## src/rtl/i2s_receive_if.sv

```systemverilog
// AXI4-Stream bundle carrying captured I2S words out of the receiver.
interface i2s_receive_if #(
    parameter int unsigned DATA_WIDTH = 32
);
    logic [DATA_WIDTH-1:0] tdata;
    logic                  tvalid;
    logic                  tlast;
    logic                  tready;

    modport master (output tdata, output tvalid, output tlast, input tready);
    modport slave  (input tdata, input tvalid, input tlast, output tready);
endinterface

```

## src/rtl/i2s_receive.sv

```systemverilog
// I2S slave receiver: oversamples sck/ws/sd, deserialises L/R words and streams
// them out of a small FIFO as AXI4-Stream (left first, right with TLAST).
module i2s_receive #(
    parameter int unsigned DATA_WIDTH = 32,
    parameter int unsigned FIFO_DEPTH = 4
) (
    input  logic          M_AXIS_ACLK,
    input  logic          M_AXIS_ARESET,
    input  logic          sck,
    input  logic          ws,
    input  logic          sd,
    i2s_receive_if.master m_axis,
    output logic          overrun
);
    localparam int unsigned PtrW = $clog2(FIFO_DEPTH);
    localparam int unsigned CntW = $clog2(FIFO_DEPTH + 1);
    localparam int unsigned BitW = $clog2(DATA_WIDTH + 1);
    localparam logic [CntW-1:0] MaxFillForLeft = CntW'(FIFO_DEPTH - 2);
    localparam logic [BitW-1:0] WordBits = BitW'(DATA_WIDTH);

    typedef enum logic {StUnsync, StRun} state_e;

    state_e                state_q, state_d;
    logic [2:0]            sck_sync_q, sck_sync_d;
    logic [1:0]            ws_sync_q, ws_sync_d;
    logic [1:0]            sd_sync_q, sd_sync_d;
    logic                  ws_prev_q, ws_prev_d;
    logic [BitW-1:0]       bit_cnt_q, bit_cnt_d;
    logic [DATA_WIDTH-1:0] word_q, word_d;
    logic                  commit_q, commit_d;
    logic                  commit_last_q, commit_last_d;
    logic [DATA_WIDTH-1:0] commit_word_q, commit_word_d;
    logic                  left_ok_q, left_ok_d;
    logic                  overrun_q, overrun_d;
    logic [DATA_WIDTH:0]   mem_q [FIFO_DEPTH];
    logic [DATA_WIDTH:0]   mem_d [FIFO_DEPTH];
    logic [PtrW-1:0]       wr_ptr_q, wr_ptr_d;
    logic [PtrW-1:0]       rd_ptr_q, rd_ptr_d;
    logic [CntW-1:0]       count_q, count_d;

    logic sck_rise, ws_bit, sd_bit, boundary, out_valid, fifo_wr, fifo_rd;

    // sync_q[1] is the synchronised level, sck_sync_q[2] its one-cycle history
    assign sck_rise  = sck_sync_q[1] & ~sck_sync_q[2];
    assign ws_bit    = ws_sync_q[1];
    assign sd_bit    = sd_sync_q[1];
    assign boundary  = sck_rise & (ws_bit != ws_prev_q);
    assign out_valid = (count_q != '0);
    assign fifo_rd   = out_valid & m_axis.tready;

    always_comb begin
        sck_sync_d    = {sck_sync_q[1:0], sck};
        ws_sync_d     = {ws_sync_q[0], ws};
        sd_sync_d     = {sd_sync_q[0], sd};
        state_d       = state_q;
        ws_prev_d     = ws_prev_q;
        bit_cnt_d     = bit_cnt_q;
        word_d        = word_q;
        commit_d      = 1'b0;
        commit_last_d = commit_last_q;
        commit_word_d = commit_word_q;
        if (sck_rise) begin
            ws_prev_d = ws_bit;
            if (state_q == StRun && bit_cnt_q < WordBits) begin
                word_d    = word_q | ({sd_bit, {(DATA_WIDTH - 1){1'b0}}} >> bit_cnt_q);
                bit_cnt_d = bit_cnt_q + BitW'(1);
            end
            // The boundary bit is the old channel's LSB, so it lands before the commit
            if (boundary) begin
                commit_d      = (state_q == StRun);
                commit_last_d = ws_prev_q;
                commit_word_d = word_d;
                word_d        = '0;
                bit_cnt_d     = '0;
                state_d       = StRun;
            end
        end
    end

    always_comb begin
        left_ok_d = left_ok_q;
        overrun_d = overrun_q;
        fifo_wr   = 1'b0;
        if (commit_q) begin
            if (!commit_last_q) begin
                // Only admit a left word when its right partner is sure to fit too
                if (count_q > MaxFillForLeft) begin
                    overrun_d = 1'b1;
                    left_ok_d = 1'b0;
                end else begin
                    fifo_wr   = 1'b1;
                    left_ok_d = 1'b1;
                end
            end else begin
                fifo_wr   = left_ok_q;
                left_ok_d = 1'b0;
            end
        end
        mem_d    = mem_q;
        wr_ptr_d = wr_ptr_q;
        rd_ptr_d = rd_ptr_q;
        count_d  = count_q;
        if (fifo_wr) begin
            mem_d[wr_ptr_q] = {commit_last_q, commit_word_q};
            wr_ptr_d        = wr_ptr_q + PtrW'(1);
        end
        if (fifo_rd) begin
            rd_ptr_d = rd_ptr_q + PtrW'(1);
        end
        case ({fifo_wr, fifo_rd})
            2'b10:   count_d = count_q + CntW'(1);
            2'b01:   count_d = count_q - CntW'(1);
            default: count_d = count_q;
        endcase
    end

    always_ff @(posedge M_AXIS_ACLK or posedge M_AXIS_ARESET) begin
        if (M_AXIS_ARESET) begin
            state_q       <= StUnsync;
            sck_sync_q    <= '0;
            ws_sync_q     <= '0;
            sd_sync_q     <= '0;
            ws_prev_q     <= 1'b0;
            bit_cnt_q     <= '0;
            word_q        <= '0;
            commit_q      <= 1'b0;
            commit_last_q <= 1'b0;
            commit_word_q <= '0;
            left_ok_q     <= 1'b0;
            overrun_q     <= 1'b0;
            wr_ptr_q      <= '0;
            rd_ptr_q      <= '0;
            count_q       <= '0;
            for (int i = 0; i < FIFO_DEPTH; i++) begin
                mem_q[i] <= '0;
            end
        end else begin
            state_q       <= state_d;
            sck_sync_q    <= sck_sync_d;
            ws_sync_q     <= ws_sync_d;
            sd_sync_q     <= sd_sync_d;
            ws_prev_q     <= ws_prev_d;
            bit_cnt_q     <= bit_cnt_d;
            word_q        <= word_d;
            commit_q      <= commit_d;
            commit_last_q <= commit_last_d;
            commit_word_q <= commit_word_d;
            left_ok_q     <= left_ok_d;
            overrun_q     <= overrun_d;
            wr_ptr_q      <= wr_ptr_d;
            rd_ptr_q      <= rd_ptr_d;
            count_q       <= count_d;
            mem_q         <= mem_d;
        end
    end

    assign m_axis.tvalid                = out_valid;
    assign {m_axis.tlast, m_axis.tdata} = mem_q[rd_ptr_q];
    assign overrun                      = overrun_q;
endmodule

```

## src/flat_wrapper.sv

```systemverilog
// flat-port wrapper written by rule: the top's interface ports become plain ports
module i2s_receive_flat 
#(
    parameter int unsigned DATA_WIDTH = 32,
    parameter int unsigned FIFO_DEPTH = 4
)
  (M_AXIS_ACLK, M_AXIS_ARESET, sck, ws, sd, overrun, m_axis_tdata, m_axis_tvalid, m_axis_tlast, m_axis_tready);
  i2s_receive_if #(.DATA_WIDTH(DATA_WIDTH)) m_axis_i ();
  input  logic M_AXIS_ACLK;
  input  logic M_AXIS_ARESET;
  input  logic sck;
  input  logic ws;
  input  logic sd;
  output logic overrun;
  output wire logic [$bits(m_axis_i.tdata)-1:0] m_axis_tdata;
  output wire logic [$bits(m_axis_i.tvalid)-1:0] m_axis_tvalid;
  output wire logic [$bits(m_axis_i.tlast)-1:0] m_axis_tlast;
  input wire logic [$bits(m_axis_i.tready)-1:0] m_axis_tready;
  assign m_axis_tdata = m_axis_i.tdata;
  assign m_axis_tvalid = m_axis_i.tvalid;
  assign m_axis_tlast = m_axis_i.tlast;
  assign m_axis_i.tready = m_axis_tready;
  i2s_receive #(.DATA_WIDTH(DATA_WIDTH), .FIFO_DEPTH(FIFO_DEPTH)) u_core (.M_AXIS_ACLK(M_AXIS_ACLK), .M_AXIS_ARESET(M_AXIS_ARESET), .sck(sck), .ws(ws), .sd(sd), .m_axis(m_axis_i), .overrun(overrun));
endmodule
```

## config.mk

```make
export PLATFORM = sky130hd
export DESIGN_NAME = i2s_receive_flat
export DESIGN_NICKNAME = d
export VERILOG_FILES = /design/src/rtl/i2s_receive_if.sv /design/src/rtl/i2s_receive.sv /design/src/flat_wrapper.sv
export SDC_FILE = /design/constraint.sdc
export NUM_CORES = 1
export LEC_CHECK = 0
export BUFFER_PORTS_ARGS = -buffer_cell sky130_fd_sc_hd__buf_2
export CORE_UTILIZATION = 61
export CTS_CLUSTER_DIAMETER = 50
export CTS_CLUSTER_SIZE = 10
export DETAILED_ROUTE_END_ITERATION = 16
export PLACE_DENSITY_LB_ADDON = 0.1
export SETUP_SLACK_MARGIN = 0.5
export SLEW_MARGIN = 0
export SYNTH_ARGS = -nofsm -noshare
export SYNTH_HDL_FRONTEND = slang
export SYNTH_SLANG_ARGS = --single-unit
```

## constraint.sdc

```tcl
create_clock -name M_AXIS_ACLK -period 9.47 [get_ports M_AXIS_ACLK]
set_clock_uncertainty 0.1 [all_clocks]
set_input_delay 0.947 -clock M_AXIS_ACLK [delete_from_list [all_inputs] [get_ports M_AXIS_ACLK]]
set_output_delay 0.947 -clock M_AXIS_ACLK [all_outputs]
set_load 0.01 [all_outputs]
```

==> results.yml, run 1 <==
outcome:
  status: "finished, final reports clean"
clock_tree:
  cts_tree: "built"
  post_cts_resized: 0
  insertion_delay_ps: 520
  cts.sinks: 222
  path_clk_slew_ps: 50
  cts.hold.buffers_added: 0
  root_buffer: "clkbuf_16"
  numCtsBuffers: 26
  cts_setup_buffers: 0
  clock_path_buffers: 3
  htreeDepth: 1
timing:
  hold_viol: 0
  maxSlewViolCount: 0
  setup_ws_ps: 5990
  relSlewSlack_pct: 30.4
  tightest_slew_ps: 1040
  hold_ws_ps: 240
  min_period_over_period_pct: 36.8
  setup_violations: 0
  finalWorstPathRequiredPeriod_ps: 3480
  rsz0062_at_grt: "no"
  fmax_ghz: 0.287
  fin_tns_setup_ps: 0
worst_setup_path:
  critPathLaunchType: "flop"
  worstPathMaxFanout: 20
  crit_required_ps: 8420
  critPathCaptureType: "output port"
  timing.rr.start: "u_core.count_q[0]$_DFFE_PP0P_"
  worstSetupStartpoint: "u_core.rd_ptr_q[0]$_DFFE_PP0P_"
  path_class: "flop to output port"
  crit_arrival_ps: 2440
global_routing:
  gr-total-overflow: 0
  grt_max_degree: 138
  grt_pass1_vias: 6152
  antenna_found_initial: 0
  grt_first_pass_wirelength_mm: 33.6
  grt_use_total_pct: 26.4
synthesis:
  yosysUniqueCellTypes: 47
  yosysWarningCount: 0
  synthCells: 702
  yosysSeqAreaShare_pct: 56.9
  ys_ff_latch: 222
  avgSynthCellArea_sq_um: 13.9
  syn_nets: 715
  netlist_area_sq_um: 9760
floorplan:
  start_util_pct: 63.3
  core_area_sq_um: 15400
  die_x_um: 128
  ioPinCount: 41
  dieArea_sq_um: 16500
  die_h_um: 128
  fp-row-count: 45
min_path:
  min_path_type: "flop to flop"
  holdCritStartpoint: "u_core.sd_sync_q[0]$_DFF_PP0_"
route:
  route.detailed.drc: 0
  routed_wl_mm: 20.3
  vias: 5998
  routed_via_density: 6.33
  drt-wirelength-per-cell_um: 21.4
  dr.pass1.iters: 7
  drt_iter0_drc: 437
  drtAntennaViolNets: 0
placement:
  dp_hpwl_mm: 12.7
  gp_congestion: 0.872
  pre_cts_ws_ps: 6410
  port-buffer-count: 40
finish:
  layout.nets: 746
  nFillCells: 1097
  layout-drive-gt1-share_pct: 35.3
  multi_input_comb_area_sq_um: 3880
  synthToLayoutAreaGrowth_pct: 10.4
  diodes: 0
  final_util_pct: 69.8
  final_common_cell: "dfrtp_1"
  seq_area_sq_um: 5560
  mostFrequentLayoutCells: "221 x dfrtp_1, 114 x mux2_2, 65 x o21ai_0"
pwr:
  p_leak_nw: 5.07
  ir_drop_v: 0.000169
  power_mw: 2.44
  cellPowerDensity_nw_per_um2: 226
flow_run:
  drv_cap: 0
[path summary, 6_finish.rpt]
check / endpoint / slack [ps] / cells past startpoint
min: u_core.sd_sync_q[1]$_DFF_PP0_ / 240 / 0
max in group asynchronous: u_core.rd_ptr_q[0]$_DFFE_PP0P_ / 7100 / 3
min reg2reg: u_core.sd_sync_q[1]$_DFF_PP0_ / 240 / 0
min in group asynchronous: u_core.mem_q[100]$_DFFE_PP0P_ / 540 / 2
max reg2reg: u_core.count_q[2]$_DFFE_PP0P_ / 7020 / 8
max: m_axis_tdata[2] / 5990 / 3
[worst max-delay path, stage by stage, from the launching register on]
cell and delay, ps:
dfrtp_2 700, buf_4 470, mux4_2 570, buf_2 160
[metal layers]
metal	track usage [%]	routed length (um)
met3	3.87	975
met5	0	0
met4	7.34	490
met2	41.2	9560
met1	39.3	9250
[power by group]
group          switching (mW)  total, mW  leakage (nW)  internal [mW]
Clock                   0.349      0.877         0.353          0.528
Sequential              0.128       1.16          3.03           1.03
Combinational           0.212      0.399          1.68          0.187
[stage by stage]
stage          cell area, sq um  cells
2_1_floorplan              9760    702
3_3_place_gp              10100    916
3_5_place_dp              10100    916
4_1_cts                   10800    947
5_1_grt                   10800    947
6_report                  10800    947
[synth_stat cells, drive strengths merged]
cell / number / share of area (%)
nor3: 2 / 0.10
o31a: 1 / 0.10
and3: 2 / 0.13
or3: 3 / 0.21
and2: 1 / 0.064
nor2b: 5 / 0.32
xnor2: 5 / 0.45
mux2: 129 / 15
o21ai: 67 / 3.4
and4b: 5 / 0.51
nand3: 1 / 0.051
o21bai: 1 / 0.077
dfrtp: 222 / 57
nor4b: 3 / 0.40
mux4: 33 / 7.6
o2bb2ai: 8 / 0.72
a21oi: 32 / 2.1
nand4: 3 / 0.19
clkbuf: 30 / 1.2
nor4bb: 4 / 0.41
nor2: 30 / 1.2
and4bb: 4 / 0.51
mux2i: 3 / 0.31
nand2b: 3 / 0.19
a211o: 1 / 0.090
nand4bb: 1 / 0.12
xor2: 4 / 0.36
a31oi: 44 / 2.8
nand4b: 1 / 0.090
nand3b: 1 / 0.077
nor4: 1 / 0.064
a21bo: 1 / 0.10
nand2: 13 / 0.53
ha: 6 / 0.77
fa: 1 / 0.21
inv: 8 / 0.31
and4: 1 / 0.090
buf: 22 / 2.0
[cell families after synthesis]
kind of cell	after synthesis	synth area share [%]
xor gates and xnor gates	9	0.808
DFF	222	56.9
muxes	165	23.2
buffers and inverters	60	3.45
adders and majority gates	7	0.974
and+or+nand+nor	84	5.21
AOI/OAI and AO/OA	155	9.45
[final cells by class]
type | count | area share, %
clock buffers | 29 | 6.34
clock inverters | 2 | 0.325
inverters | 8 | 0.348
multi-input cells | 420 | 36.1
flip-flops and latches | 222 | 51.6
well taps | 211 | 2.45
repair buffers | 55 | 2.90
[flip-flops by register name, indices dropped and copies added (netlist names), 2 cells and up]
name                  flops
u_core.bit_cnt_q          6
u_core.commit_word_q     32
u_core.count_q            3
u_core.mem_q            132
u_core.rd_ptr_q           2
u_core.sck_sync_q         3
u_core.sd_sync_q          2
u_core.word_q            32
u_core.wr_ptr_q           2
u_core.ws_sync_q          2
(Power assumes the default switching activity.)
==> run 2, diff against run 1 <==
CORE_UTILIZATION = 55   (was 61)
clock period = 2.9 ns   (was 9.47 ns; I/O delays follow)
==> run 2 against run 1 <==
Net effect:
- sequential cell count did not move
- critical path type unchanged
- critical endpoint is now m_axis_tdata[15]
- clock power grew to 3.4 times the previous value
- via count is 1.1% higher
- largest power group unchanged
==> results.yml, run 2 (same netlist as run 1, synthesis figures left out) <==
worst_setup_path:
  crit_required_ps: 2510
  worstPathMaxFanout: 21
  r2r_setup_slack_ps: 620
  rr_worst_depth: 8
  max_stage_delay_ps: 560
  cpMaxStageDelayCell: "mux4_2"
  crit_arrival_ps: 1950
  path_delay_family: "multiplexers"
  r2r_end: "u_core.count_q[2]$_DFFE_PP0P_"
  critPathCaptureType: "output port"
  path_buf_inv: 2
  critPathLaunchType: "flop"
  timing.rr.start: "u_core.count_q[0]$_DFFE_PP0P_"
  path_class: "flop to output port"
  cp.depth: 3
  path_cells: "buf_12 > mux4_2 > buf_2"
finish:
  largestRegisters: "u_core.mem_q (132), u_core.commit_word_q (32), u_core.word_q (32)"
  nFillCells: 1310
  layout-drive-gt1-share_pct: 37.3
  mostFrequentLayoutCells: "221 x dfrtp_1, 114 x mux2_2, 65 x o21ai_0"
  largest_register_ffs: 132
  fin_area_sq_um: 11100
  diodes: 0
  top_register: "u_core.mem_q"
  layout.nets: 770
  synthToLayoutAreaGrowth_pct: 13.4
  final_common_cell: "dfrtp_1"
global_routing:
  grt_max_degree: 121
  gr-total-overflow: 0
  grt_pass1_vias: 6436
  antenna_found_initial: 0
  grt_use_total_pct: 24.5
  grt_first_pass_wirelength_mm: 34.8
floorplan:
  die_h_um: 135
  dieArea_sq_um: 18300
  ioPinCount: 41
  die_x_um: 135
  fp-row-count: 48
  core_area_sq_um: 17300
  start_util_pct: 56.4
timing:
  min_period_over_period_pct: 80.7
  relSlewSlack_pct: 33.2
  finalWorstPathRequiredPeriod_ps: 2340
  fmax_ghz: 0.427
  maxSlewViolCount: 0
  rsz0062_at_grt: "no"
  setup_ws_ps: 558
  hold_viol: 0
  setup_violations: 0
  tightest_slew_ps: 989
route:
  vias: 6061
  route.detailed.drc: 0
  drt_iter0_drc: 406
  routed_via_density: 6.13
  dr.pass1.iters: 5
  drt-wirelength-per-cell_um: 21.3
  drtAntennaViolNets: 0
  routed_wl_mm: 21.1
pwr:
  cellPowerDensity_nw_per_um2: 743
  ir_drop_v: 0.000488
  p_leak_nw: 5.22
placement:
  gp_congestion: 0.897
  dpl_cell_area_sq_um: 10200
  dp_hpwl_mm: 13.8
  port-buffer-count: 40
  pre_cts_ws_ps: 495
clock_tree:
  cts.sinks: 222
  clock_path_buffers: 3
  path_clk_slew_ps: 60
  cts_tree: "built"
  numCtsBuffers: 27
  root_buffer: "clkbuf_16"
  htreeDepth: 1
  insertion_delay_ps: 510
outcome:
  status: "finished, final reports clean"
flow_run:
  drv_cap: 0
min_path:
  holdPathEnd: "u_core.rd_ptr_q[0]$_DFFE_PP0P_"
  min_path_type: "primary input to flop"
  min_path_cells: 3
  holdCritStartpoint: "m_axis_tready"
run 2: cell types whose count changed in the layout (fill, tap and decap cells not counted):
| cell | previous run | this run |
|---|---|---|
| buf_4 | 15 | 30 |
| dlygate4sd3_1 | 0 | 4 |
| buf_12 | 0 | 3 |
| clkbuf_8 | 0 | 3 |
| a211o_1 | 1 | 0 |
| a211o_2 | 0 | 1 |
| buf_6 | 0 | 1 |
| clkbuf_1 | 2 | 3 |
| clkinv_2 | 1 | 2 |
| clkinvlp_4 | 0 | 1 |
| inv_8 | 1 | 0 |
| nand2_1 | 12 | 11 |
| nand2_2 | 1 | 2 |
run 2: power breakdown:
part           internal, mW  total, mW  leakage, nW  switching (mW)
registers              3.38       3.70         3.03           0.325
clock network          1.82       2.99        0.380            1.17
logic                 0.695       1.53         1.81           0.835
total                  5.89       8.22         5.22            2.33
run 2: worst max-delay path by stage:
| stage | start | end | slack (ps) |
|---|---|---|---|
| 4_1_cts | u_core.rd_ptr_q[0]$_DFFE_PP0P_ | m_axis_tdata[24] | 500 |
| 6_report | u_core.rd_ptr_q[0]$_DFFE_PP0P_ | m_axis_tdata[15] | 560 |
| 5_1_grt | u_core.rd_ptr_q[0]$_DFFE_PP0P_ | m_axis_tdata[15] | 490 |
| 2_1_floorplan | M_AXIS_ARESET | u_core.bit_cnt_q[0]$_DFFE_PP0P_ | -390 |
| 3_5_place_dp | u_core.count_q[0]$_DFFE_PP0P_ | u_core.count_q[2]$_DFFE_PP0P_ | 490 |
| 3_3_place_gp | u_core.count_q[0]$_DFFE_PP0P_ | u_core.count_q[2]$_DFFE_PP0P_ | 580 |
run 2: timing repair:
action | in CTS | in global routing
setup endpoints to repair | 1 | 22
hold endpoints to repair | 225 | 0
hold buffers | 4 | 0
resized for setup | 1 | 2
setup buffers | 0 | 3
run 2: stage by stage:
stage | power [mW] | instances | util, % | TNS [ps] | hold WS, ps
after CTS | 8.25 | 986 | 63.8 | 0 | 18.3
after global routing | 8.58 | 989 | 64.0 | 0 | 49.5
final | 8.22 | 989 | 64.0 | 0 | 52.7
after detailed placement | 5.23 | 946 | 59.1 | 0 | 235
after floorplan | 4.76 | 702 | - | -85700 | 221
after global placement | 5.18 | 946 | 59.1 | 0 | 236
run 2: metal layers:
| layer | GRT usage (%) | wire, um | up-vias |
|---|---|---|---|
| li1 | - | - | 2710 |
| met1 | 34.8 | 9180 | 3162 |
| met2 | 39.2 | 10500 | 147 |
| met3 | 3.59 | 799 | 42 |
| met4 | 7.93 | 553 | 0 |
| met5 | 0 | 0 | - |
run 2: tightest hold or removal path: stages:
cell and delay [ps]:
buf_2 90, o31a_2 170, xor2_1 80
run 2: cell type report:
class | count | area, sq um | area share, %
sequential | 222 | 5560 | 50.2
multi-input combinational | 420 | 3890 | 35.1
clock buffer | 33 | 728 | 6.58
timing repair buffer | 78 | 537 | 4.85
tap | 225 | 282 | 2.54
clock inverter | 3 | 40.0 | 0.362
inverter | 8 | 33.8 | 0.305
